**src/rtl/uart_pkg.sv**
```systemverilog
// Shared UART constants and FSM state codes for the FPGA <-> Arduino serial link.
// Both the transmit and receive paths import this package.
package uart_pkg;

    localparam int CLK_FREQ     = 100_000_000;
    localparam int UART_BAUD    = 115_200;
    localparam int CLKS_PER_BIT = CLK_FREQ / UART_BAUD;

    localparam logic UART_IDLE_LEVEL = 1'b1;

    localparam logic [2:0] IDLE  = 3'd0;
    localparam logic [2:0] START = 3'd1;
    localparam logic [2:0] DATA  = 3'd2;
    localparam logic [2:0] STOP  = 3'd3;

endpackage

```
**src/rtl/tx_byte_fifo.sv**
```systemverilog
// Small synchronous FIFO buffering producer bytes ahead of the UART shifter.
// Head entry is visible on o_data combinationally; pushes while full are dropped.
module tx_byte_fifo #(
    parameter int DEPTH = 4,
    parameter int WIDTH = 8
) (
    input  logic                     i_clk,
    input  logic                     i_rst,
    input  logic                     i_push,
    input  logic [WIDTH-1:0]         i_data,
    input  logic                     i_pop,
    output logic [WIDTH-1:0]         o_data,
    output logic                     o_full,
    output logic                     o_empty,
    output logic [$clog2(DEPTH):0]   o_count
);
    localparam int AW = $clog2(DEPTH);
    localparam int CW = AW + 1;

    logic [WIDTH-1:0] r_mem [DEPTH];
    logic [AW-1:0]    r_wr_ptr;
    logic [AW-1:0]    r_rd_ptr;
    logic [CW-1:0]    r_count;
    logic             w_do_push;
    logic             w_do_pop;

    assign o_full    = (r_count == CW'(DEPTH));
    assign o_empty   = (r_count == '0);
    assign o_count   = r_count;
    assign o_data    = r_mem[r_rd_ptr];
    assign w_do_push = i_push && !o_full;
    assign w_do_pop  = i_pop && !o_empty;

    always_ff @(posedge i_clk) begin
        if (w_do_push)
            r_mem[r_wr_ptr] <= i_data;
    end

    // Power-of-two depth lets the pointers wrap naturally.
    always_ff @(posedge i_clk) begin
        if (i_rst) begin
            r_wr_ptr <= '0;
            r_rd_ptr <= '0;
            r_count  <= '0;
        end else begin
            if (w_do_push)
                r_wr_ptr <= r_wr_ptr + AW'(1);
            if (w_do_pop)
                r_rd_ptr <= r_rd_ptr + AW'(1);
            case ({w_do_push, w_do_pop})
                2'b10:   r_count <= r_count + CW'(1);
                2'b01:   r_count <= r_count - CW'(1);
                default: r_count <= r_count;
            endcase
        end
    end

endmodule

```
**src/rtl/uart_tx_to_arduino.sv**
```systemverilog
// UART 8N1 transmitter toward the Arduino: byte FIFO feeding a start/data/stop shifter.
// STOP pops the next byte on its last cycle so queued frames go out with no idle gap.
module uart_tx_to_arduino #(
    parameter int CLKS_PER_BIT = uart_pkg::CLKS_PER_BIT,
    parameter int FIFO_DEPTH   = 4
) (
    input  logic                          clk,
    input  logic                          rst,
    input  logic                          tx_valid,
    input  logic [7:0]                    tx_byte,
    output logic                          tx_ready,
    output logic                          SerialToArduino,
    output logic                          tx_busy,
    output logic [$clog2(FIFO_DEPTH):0]   fifo_count,
    output logic [2:0]                    uart_state
);
    import uart_pkg::*;

    localparam int CNT_W = $clog2(CLKS_PER_BIT);
    localparam int FCW   = $clog2(FIFO_DEPTH) + 1;

    logic [2:0]       r_state;
    logic [CNT_W-1:0] r_clk_cnt;
    logic [2:0]       r_bit_idx;
    logic [7:0]       r_shift;
    logic             r_line;

    logic             w_push;
    logic             w_pop;
    logic             w_full;
    logic             w_empty;
    logic             w_bit_done;
    logic [7:0]       w_head;
    logic [FCW-1:0]   w_count;

    assign w_bit_done = (r_clk_cnt == CNT_W'(CLKS_PER_BIT - 1));
    assign w_push     = tx_valid && !w_full;

    always_comb begin
        w_pop = 1'b0;
        if (!w_empty) begin
            if (r_state == IDLE)
                w_pop = 1'b1;
            else if (r_state == STOP && w_bit_done)
                w_pop = 1'b1;
        end
    end

    tx_byte_fifo #(
        .DEPTH (FIFO_DEPTH),
        .WIDTH (8)
    ) u_fifo (
        .i_clk   (clk),
        .i_rst   (rst),
        .i_push  (w_push),
        .i_data  (tx_byte),
        .i_pop   (w_pop),
        .o_data  (w_head),
        .o_full  (w_full),
        .o_empty (w_empty),
        .o_count (w_count)
    );

    // The line level for the next bit is registered on the edge that enters it.
    always_ff @(posedge clk) begin
        if (rst) begin
            r_state   <= IDLE;
            r_clk_cnt <= '0;
            r_bit_idx <= '0;
            r_shift   <= '0;
            r_line    <= UART_IDLE_LEVEL;
        end else begin
            case (r_state)
                IDLE: begin
                    r_line    <= UART_IDLE_LEVEL;
                    r_clk_cnt <= '0;
                    if (w_pop) begin
                        r_shift <= w_head;
                        r_line  <= 1'b0;
                        r_state <= START;
                    end
                end
                START: begin
                    if (w_bit_done) begin
                        r_clk_cnt <= '0;
                        r_bit_idx <= '0;
                        r_line    <= r_shift[0];
                        r_state   <= DATA;
                    end else begin
                        r_clk_cnt <= r_clk_cnt + CNT_W'(1);
                    end
                end
                DATA: begin
                    if (w_bit_done) begin
                        r_clk_cnt <= '0;
                        if (r_bit_idx == 3'd7) begin
                            r_line  <= UART_IDLE_LEVEL;
                            r_state <= STOP;
                        end else begin
                            r_bit_idx <= r_bit_idx + 3'd1;
                            r_line    <= r_shift[r_bit_idx + 3'd1];
                        end
                    end else begin
                        r_clk_cnt <= r_clk_cnt + CNT_W'(1);
                    end
                end
                STOP: begin
                    if (w_bit_done) begin
                        r_clk_cnt <= '0;
                        if (w_pop) begin
                            r_shift <= w_head;
                            r_line  <= 1'b0;
                            r_state <= START;
                        end else begin
                            r_state <= IDLE;
                        end
                    end else begin
                        r_clk_cnt <= r_clk_cnt + CNT_W'(1);
                    end
                end
                default: begin
                    r_clk_cnt <= '0;
                    r_line    <= UART_IDLE_LEVEL;
                    r_state   <= IDLE;
                end
            endcase
        end
    end

    assign SerialToArduino = r_line;
    assign uart_state      = r_state;
    assign fifo_count      = w_count;
    assign tx_ready        = (w_count != FCW'(FIFO_DEPTH));
    assign tx_busy         = (r_state != IDLE) || (w_count != '0);

endmodule

```
**config.mk**
```make
export PLATFORM = sky130hd
export DESIGN_NAME = uart_tx_to_arduino
export DESIGN_NICKNAME = d
export VERILOG_FILES = /design/src/rtl/uart_pkg.sv /design/src/rtl/tx_byte_fifo.sv /design/src/rtl/uart_tx_to_arduino.sv
export SDC_FILE = /design/constraint.sdc
export NUM_CORES = 1
export LEC_CHECK = 0
export CAP_MARGIN = 20
export CELL_PAD_IN_SITES_DETAIL_PLACEMENT = 0
export CELL_PAD_IN_SITES_GLOBAL_PLACEMENT = 1
export CORE_MARGIN = 5
export CORE_UTILIZATION = 40
export CTS_BUF_LIST = sky130_fd_sc_hd__clkbuf_8
export CTS_CLUSTER_SIZE = 10
export DETAILED_ROUTE_END_ITERATION = 7
export PLACE_DENSITY_LB_ADDON = 0.1
export SLEW_MARGIN = 30
export SYNTH_ARGS = -nofsm -noshare
export SYNTH_HDL_FRONTEND = slang
export SYNTH_SLANG_ARGS = --single-unit
```
**constraint.sdc**
```tcl
create_clock -name clk -period 2.3 [get_ports clk]
set_input_delay 0.345 -clock clk [delete_from_list [all_inputs] [get_ports clk]]
set_output_delay 0.345 -clock clk [all_outputs]
set_load 0.005 [all_outputs]
```
==> summary.md, run 1 <==
| Metric | Value |
|---|---|
| Endpoint type of the worst setup path | `output pin` |
| Drt first-iter violations | `83` |
| Cell at the root of the clock tree | `sky130_fd_sc_hd__clkbuf_8` |
| Number of enable-type register cells in the synthesized netlist | `32` |
| Placement row count | `31` |
| DR vias | `1888` |
| Yosys cell types | `47` |
| Areal power density over the cells | `1110 mW/mm^2` |
| Num Clock Sinks | `65` |
| Yosys Warn Count | `0` |
| Data required time at the worst endpoint | `1.96 ns` |
| Height of the die | `95.6 um` |
| Final critical-path required period | `2.22 ns` |
| Slew of the pin with the lowest slew margin | `0.597 ns` |
| Final period utilization | `96.4%` |
| Instance count along the most critical hold path | `2` |
| Global-route wire length before repair | `9520 um` |
| Post-synthesis instance area | `0.00293 mm^2` |
| Clock insertion delay at the later pin of the skew report | `0.34 ns` |
| Critical R2R Capture | `u_fifo.o_count[2]` |
| Number of nets at the end of the flow | `300` |
| Achievable frequency | `0.451 GHz` |
| Hold-fix buffers at CTS | `0` |
| Unrepaired setup endpoints after global routing | `no` |
| Clock tree from TritonCTS | `built` |
| CTS clock-pin slew for the worst setup and hold paths | `0.08 ns` |
| Worst R2R Setup Slack | `0.14 ns` |
| Final cell utilization of the core | `49.5%` |
| Final Max Tran Viols | `0` |
| Last weighted congestion value of the routability-driven placer | `0.773` |
| Maximum count of clock buffers along a single path | `2` |
| Leakage power of the design | `1.25 nW` |
| Worst vdd rail ir drop | `0.000530 V` |
| Core Area | `0.00718 mm^2` |
| Die X-Extent | `95.6 um` |
| GRT Util Overall | `13.8%` |
| Final routed wire length divided by cell count | `14.3 um` |
| Hold_ws | `0.484 ns` |
| Net count of the mapped netlist | `260` |
| I/O pins | `20` |
| Endpoints failing setup | `0` |
| Placed standard-cell area | `0.00334 mm^2` |
| Worst min-delay path startpoint | `r_shift[7]` |
| Total of max-cap violations | `0` |
| Share of cells above drive strength 1 | `20.3%` |
| Clock skew | `0.00837 ns` |
| Startpoint of the most critical register-to-register path | `r_clk_cnt[0]` |
| Vias in the first global route | `1902` |
| Share of synthesized registers carrying an async set or reset | `0%` |
| First-pass detailed-route iteration total | `4` |
| Remaining antenna violation count | `0` |
| End point of the worst hold path | `r_shift[7]` |
| Maximum level of the CTS H-tree | `3` |
| TritonCTS buffer count | `9` |
| Final cell area excluding filler cells | `0.00355 mm^2` |
| Detailed-placement wirelength estimate | `3960 um` |
| Syn avg cell area | `12.4 um^2` |
| Number of instances in the synthesized netlist | `236` |
| Area delta synth->final | `21.2%` |
| Worst hold path class | `flop to flop` |
| Slew headroom | `60.1%` |
| Starting utilization of the core area | `40.8%` |
| Port Buffer Count | `18` |
| Critical setup path kind | `flop to output pin` |
| Flops & latches, synth | `65` |
| Diodes inserted | `0` |
| Vias/cell | `4.97` |
| Post-route DRC violation count | `0` |
| Crit path arrival time | `1.87 ns` |
| Wire length after detailed routing | `5430 um` |
| Largest net degree at the start of global routing | `15` |
| Aggregate negative setup slack | `0 ns` |
| Total grt overflow | `0` |
| Die area | `0.00914 mm^2` |
| Fraction of the yosys area taken by sequential cells | `55.3%` |
| Result of the run | `complete, no violations` |
| Top fanout value on the critical path | `6` |
| Depth of the worst register-to-register path | `9` |
| Most instantiated flip-flop cell in the synthesis netlist | `sky130_fd_sc_hd__dfxtp_1` |
| Final hold viol count | `0` |
| Number of antenna violations at the first check in global routing | `0` |
| Overall power consumption | `3.93 mW` |
| Category of the worst setup path launch point | `flop` |
[power breakdown]
part / leakage (nW) / total [mW] / switching, mW / internal [mW]
Sequential: 0.563 / 1.55 / 0.133 / 1.42
Clock: 0.102 / 1.00 / 0.481 / 0.519
Combinational: 0.588 / 1.38 / 0.677 / 0.703
[critical path, cell delays in order (launching register included)]
cell and delay, ns:
sky130_fd_sc_hd__dfxtp_1 0.35, sky130_fd_sc_hd__inv_1 0.09, sky130_fd_sc_hd__ha_2 0.19, sky130_fd_sc_hd__buf_4 0.14, sky130_fd_sc_hd__or4b_4 0.47, sky130_fd_sc_hd__dlygate4sd2_1 0.28
[sequential cells by signal, summed over array words and instances, names as in the netlist, named ones only]
name	cells
SerialToArduino	1
r_clk_cnt	10
u_fifo.o_count	3
u_fifo.r_mem	32
r_bit_idx	3
u_fifo.r_rd_ptr	2
uart_state	2
r_shift	8
u_fifo.r_wr_ptr	2
[worst max path at each step]
stage	to	cells past startpoint	from	slack [ns]
after floorplan	u_fifo.o_count[2]	9	r_clk_cnt[0]	0.03
after global placement	u_fifo.o_count[2]	8	tx_valid	0.06
after detailed placement	u_fifo.o_count[2]	8	tx_valid	0.03
after CTS	u_fifo.o_count[2]	9	r_clk_cnt[0]	0.03
after global routing	tx_busy	5	uart_state[1]	0.006
final	tx_busy	5	uart_state[1]	0.08
[synth_stat cells, types with 2 or more instances]
library cell / n / share of area (%)
sky130_fd_sc_hd__dfxtp_1: 33 / 23
sky130_fd_sc_hd__nand3_1: 5 / 0.85
sky130_fd_sc_hd__edfxtp_1: 32 / 33
sky130_fd_sc_hd__inv_1: 10 / 1.3
sky130_fd_sc_hd__o21ai_1: 9 / 1.5
sky130_fd_sc_hd__buf_2: 2 / 0.34
sky130_fd_sc_hd__xnor2_1: 6 / 1.8
sky130_fd_sc_hd__or3_1: 4 / 0.85
sky130_fd_sc_hd__nor3_1: 4 / 0.68
sky130_fd_sc_hd__and3_1: 5 / 1.1
sky130_fd_sc_hd__a21oi_1: 19 / 3.2
sky130_fd_sc_hd__mux4_2: 10 / 7.7
sky130_fd_sc_hd__o21ai_0: 8 / 1.4
sky130_fd_sc_hd__buf_4: 2 / 0.51
sky130_fd_sc_hd__nand2_1: 5 / 0.64
sky130_fd_sc_hd__nand4_1: 5 / 1.1
sky130_fd_sc_hd__mux2i_1: 2 / 0.68
sky130_fd_sc_hd__buf_1: 2 / 0.26
sky130_fd_sc_hd__xor2_1: 5 / 1.5
sky130_fd_sc_hd__or4_1: 3 / 0.77
sky130_fd_sc_hd__ha_1: 12 / 5.1
sky130_fd_sc_hd__and2_1: 2 / 0.43
sky130_fd_sc_hd__clkbuf_1: 3 / 0.38
sky130_fd_sc_hd__o211ai_1: 8 / 2.0
sky130_fd_sc_hd__or3b_1: 2 / 0.60
sky130_fd_sc_hd__nor2_1: 17 / 2.2
[routing by layer]
layer / vias up / track usage [%] / wire length [um]
met1: 868 / 18.1 / 2550
li1: 974 / - / -
met2: 37 / 20.8 / 2540
met3: 9 / 4.89 / 240
met4: 0 / 5.21 / 98
met5: - / 0 / 0
[metrics by stage]
step | setup WS, ns | cells
floorplan | 0.0275 | 236
global placement | 0.0561 | 364
detailed placement | 0.0338 | 364
CTS | 0.0298 | 380
global route | 0.00649 | 380
finish | 0.0830 | 380
[placed cells by master, fill, tap and decap left out, types with 6 or more instances in the layout]
cell                               n
sky130_fd_sc_hd__a21oi_1          19
sky130_fd_sc_hd__buf_4            21
sky130_fd_sc_hd__clkbuf_8          9
sky130_fd_sc_hd__clkdlybuf4s50_1  17
sky130_fd_sc_hd__dfxtp_1          32
sky130_fd_sc_hd__edfxtp_1         32
sky130_fd_sc_hd__ha_1             10
sky130_fd_sc_hd__inv_1            10
sky130_fd_sc_hd__mux4_2           10
sky130_fd_sc_hd__nor2_1           17
sky130_fd_sc_hd__o211ai_1          8
sky130_fd_sc_hd__o21ai_0           8
sky130_fd_sc_hd__o21ai_1           9
sky130_fd_sc_hd__xnor2_1           6
[logic make-up after synthesis]
| group | count (synthesis) | synth area share, % |
|---|---|---|
| AO/OA/AOI/OAI | 52 | 11.1 |
| XOR/XNOR | 11 | 3.29 |
| adder cells (fa/ha/maj) | 13 | 5.81 |
| buffers and inverters | 20 | 3.16 |
| flip-flops | 65 | 55.3 |
| multiplexers | 12 | 8.37 |
| other | 1 | 0.128 |
| AND/OR/NAND/NOR | 62 | 12.9 |
[area by class of cell]
type	count	area, um^2
repair buffers	39	337
inverters	10	37.5
clock inverters	7	81.3
fillers	667	3620
clock buffers	9	124
well taps	99	124
flip-flops and latches	65	1620
multi-input cells	151	1220
[repair_timing]
action                                  4_1_cts  5_1_grt
hold endpoints to repair                      0        0
pin swaps                                     0        1
setup buffers                                 0        0
resized for setup                             3        2
cloned                                        0        0
endpoints found under the setup margin        1        2
Power figures use the tool's default switching activity.
==> run 2, diff against run 1 <==
- GPL_ROUTABILITY_DRIVEN: not set -> 0
- PLACE_DENSITY: not set -> 0.74
- PLACE_DENSITY_LB_ADDON: 0.1 -> not set
==> run 2 against run 1 <==
Net effect: clock power about the same; critical path type unchanged; final cell count decreased by 1.6%; worst setup slack improved by 0.0062 ns; clock-buffer cell count unchanged; combinational power decreased by 4%; non-clock buffer count decreased by 6.
==> summary.md, run 2 (same netlist as run 1, synthesis figures left out) <==
| Metric | Value |
|---|---|
| Result of the run | `complete, no violations` |
| Register bank with the most flops | `u_fifo.r_mem` |
| Worst hold path class | `flop to flop` |
| Core Area | `0.00718 mm^2` |
| First-pass detailed-route iteration total | `4` |
| Share of cells above drive strength 1 | `17.5%` |
| Leakage power of the design | `1.23 nW` |
| Height of the die | `95.6 um` |
| Wire length after detailed routing | `5330 um` |
| Maximum count of clock buffers along a single path | `2` |
| GRT Util Overall | `13.2%` |
| Post-route DRC violation count | `0` |
| Endpoint type of the worst setup path | `output pin` |
| Areal power density over the cells | `1120 mW/mm^2` |
| Aggregate negative setup slack | `0 ns` |
| I/O pins | `20` |
| Leading registers by flop count | `u_fifo.r_mem (32), r_clk_cnt (10), r_shift (8)` |
| Drt first-iter violations | `87` |
| Number of antenna violations at the first check in global routing | `0` |
| Final routed wire length divided by cell count | `14.2 um` |
| Leading cell type in the layout, fill and taps excluded | `sky130_fd_sc_hd__edfxtp_1` |
| DR vias | `1868` |
| Detailed-placement wirelength estimate | `3820 um` |
| Vias in the first global route | `1887` |
| Crit path arrival time | `1.87 ns` |
| Fillers | `662` |
| Busiest layer in global routing | `met2` |
| Final critical-path required period | `2.21 ns` |
| Hold-fix buffers at CTS | `0` |
| Leading cell types in the layout, fill and taps excluded | `sky130_fd_sc_hd__edfxtp_1 (32), sky130_fd_sc_hd__dfxtp_1 (31), sky130_fd_sc_hd__a21oi_1 (19)` |
| Slew headroom | `60.9%` |
| Cell at the root of the clock tree | `sky130_fd_sc_hd__clkbuf_8` |
| Final period utilization | `96.1%` |
| Clock insertion delay at the later pin of the skew report | `0.34 ns` |
| Remaining antenna violation count | `0` |
| Placement row count | `31` |
| Global-route wire length before repair | `9020 um` |
| Die area | `0.00914 mm^2` |
| Total of max-cap violations | `0` |
| Max FFs per register | `32` |
| Critical setup path kind | `flop to output pin` |
| TritonCTS buffer count | `9` |
| Die X-Extent | `95.6 um` |
| Final hold viol count | `0` |
| Final Max Tran Viols | `0` |
| Unrepaired setup endpoints after global routing | `no` |
| Worst vdd rail ir drop | `0.000448 V` |
| Met2 Track Usage GR | `19.2%` |
| Starting utilization of the core area | `40.8%` |
| Final setup margin | `0.0892 ns` |
| Slew of the pin with the lowest slew margin | `0.585 ns` |
| Met1 Use GR | `17.7%` |
| Clock skew | `0.00633 ns` |
| Largest net degree at the start of global routing | `12` |
| Clock tree from TritonCTS | `built` |
| Pre-CTS worst setup slack | `0.00523 ns` |
| Achievable frequency | `0.452 GHz` |
| Top fanout value on the critical path | `6` |
| Diodes inserted | `0` |
| Port Buffer Count | `18` |
| Hold_ws | `0.484 ns` |
| Number of nets at the end of the flow | `294` |
| Category of the worst setup path launch point | `flop` |
| Maximum level of the CTS H-tree | `3` |
| Total grt overflow | `0` |
| CTS clock-pin slew for the worst setup and hold paths | `0.07 ns` |
| Endpoints failing setup | `0` |
| Data required time at the worst endpoint | `1.96 ns` |
| Vias/cell | `4.99` |
| Num Clock Sinks | `65` |
| Global Route met3 Usage | `3.47%` |
| Area delta synth->final | `19.6%` |
[run 2: changes by cell type in the layout (fill, tap and decap cells not counted), sizes merged]
cell | previous run | this run
buf | 21 | 15
bufinv | 1 | 2
clkinv | 0 | 2
clkinvlp | 1 | 0
inv | 15 | 13
[run 2: metrics by stage]
stage	utilization (%)	cell area, um^2	std cells	total power [mW]
final	48.9	3510	374	3.91
after global routing	48.9	3510	374	4.18
after CTS	48.8	3500	374	3.94
after detailed placement	45.9	3290	358	2.92
after global placement	45.9	3290	358	2.90
after floorplan	-	2930	236	2.50
[run 2: final cells by class]
| cell class | instances | area, um^2 | share of cell area, % |
|---|---|---|---|
| Clock buffer | 9 | 124 | 3.53 |
| Clock inverter | 7 | 80.1 | 2.28 |
| Inverter | 10 | 37.5 | 1.07 |
| Multi-Input combinational cell | 151 | 1220 | 34.9 |
| Sequential cell | 65 | 1620 | 46.3 |
| Tap cell | 99 | 124 | 3.53 |
| Timing Repair Buffer | 33 | 292 | 8.32 |
[run 2: timing repair]
action,CTS,global route
gates resized for setup,3,3
pin swaps,0,2
setup buffers,0,0
hold endpoints to repair,0,0
endpoints found under the setup margin,1,2
[run 2: routing by layer]
| layer | up-vias | share of wire [%] | wire length [um] |
|---|---|---|---|
| met3 | 10 | 2.8 | 150 |
| met5 | - | 0 | 0 |
| li1 | 964 | - | - |
| met1 | 871 | 50 | 2680 |
| met2 | 23 | 45 | 2380 |
| met4 | 0 | 2.2 | 116 |
[run 2: critical path, stage by stage, from the launching register on]
cell and delay (ns):
sky130_fd_sc_hd__dfxtp_2 0.34, sky130_fd_sc_hd__inv_1 0.09, sky130_fd_sc_hd__ha_2 0.20, sky130_fd_sc_hd__buf_4 0.14, sky130_fd_sc_hd__or4b_4 0.48, sky130_fd_sc_hd__dlygate4sd2_1 0.28
[run 2: final timing paths]
kind,cells after the start,to,from,slack [ns]
min reg2reg,2,r_shift[2],r_shift[2],0.48
min,2,r_shift[2],r_shift[2],0.48
max reg2reg,9,u_fifo.o_count[2],r_clk_cnt[0],0.14
max,5,tx_busy,uart_state[0],0.09
[run 2: power by group]
part           leakage (nW)  switching [mW]  internal (mW)
sequential            0.563           0.160           1.42
clock                 0.114           0.422          0.593
combinational         0.556           0.644          0.675
total                  1.23            1.23           2.69
==> run 3, diff against run 2 <==
- CTS_CLUSTER_DIAMETER: not set -> 200
==> results of run 3 <==
Same layout as run 2: the final DEF is identical, and so are final timing and power.
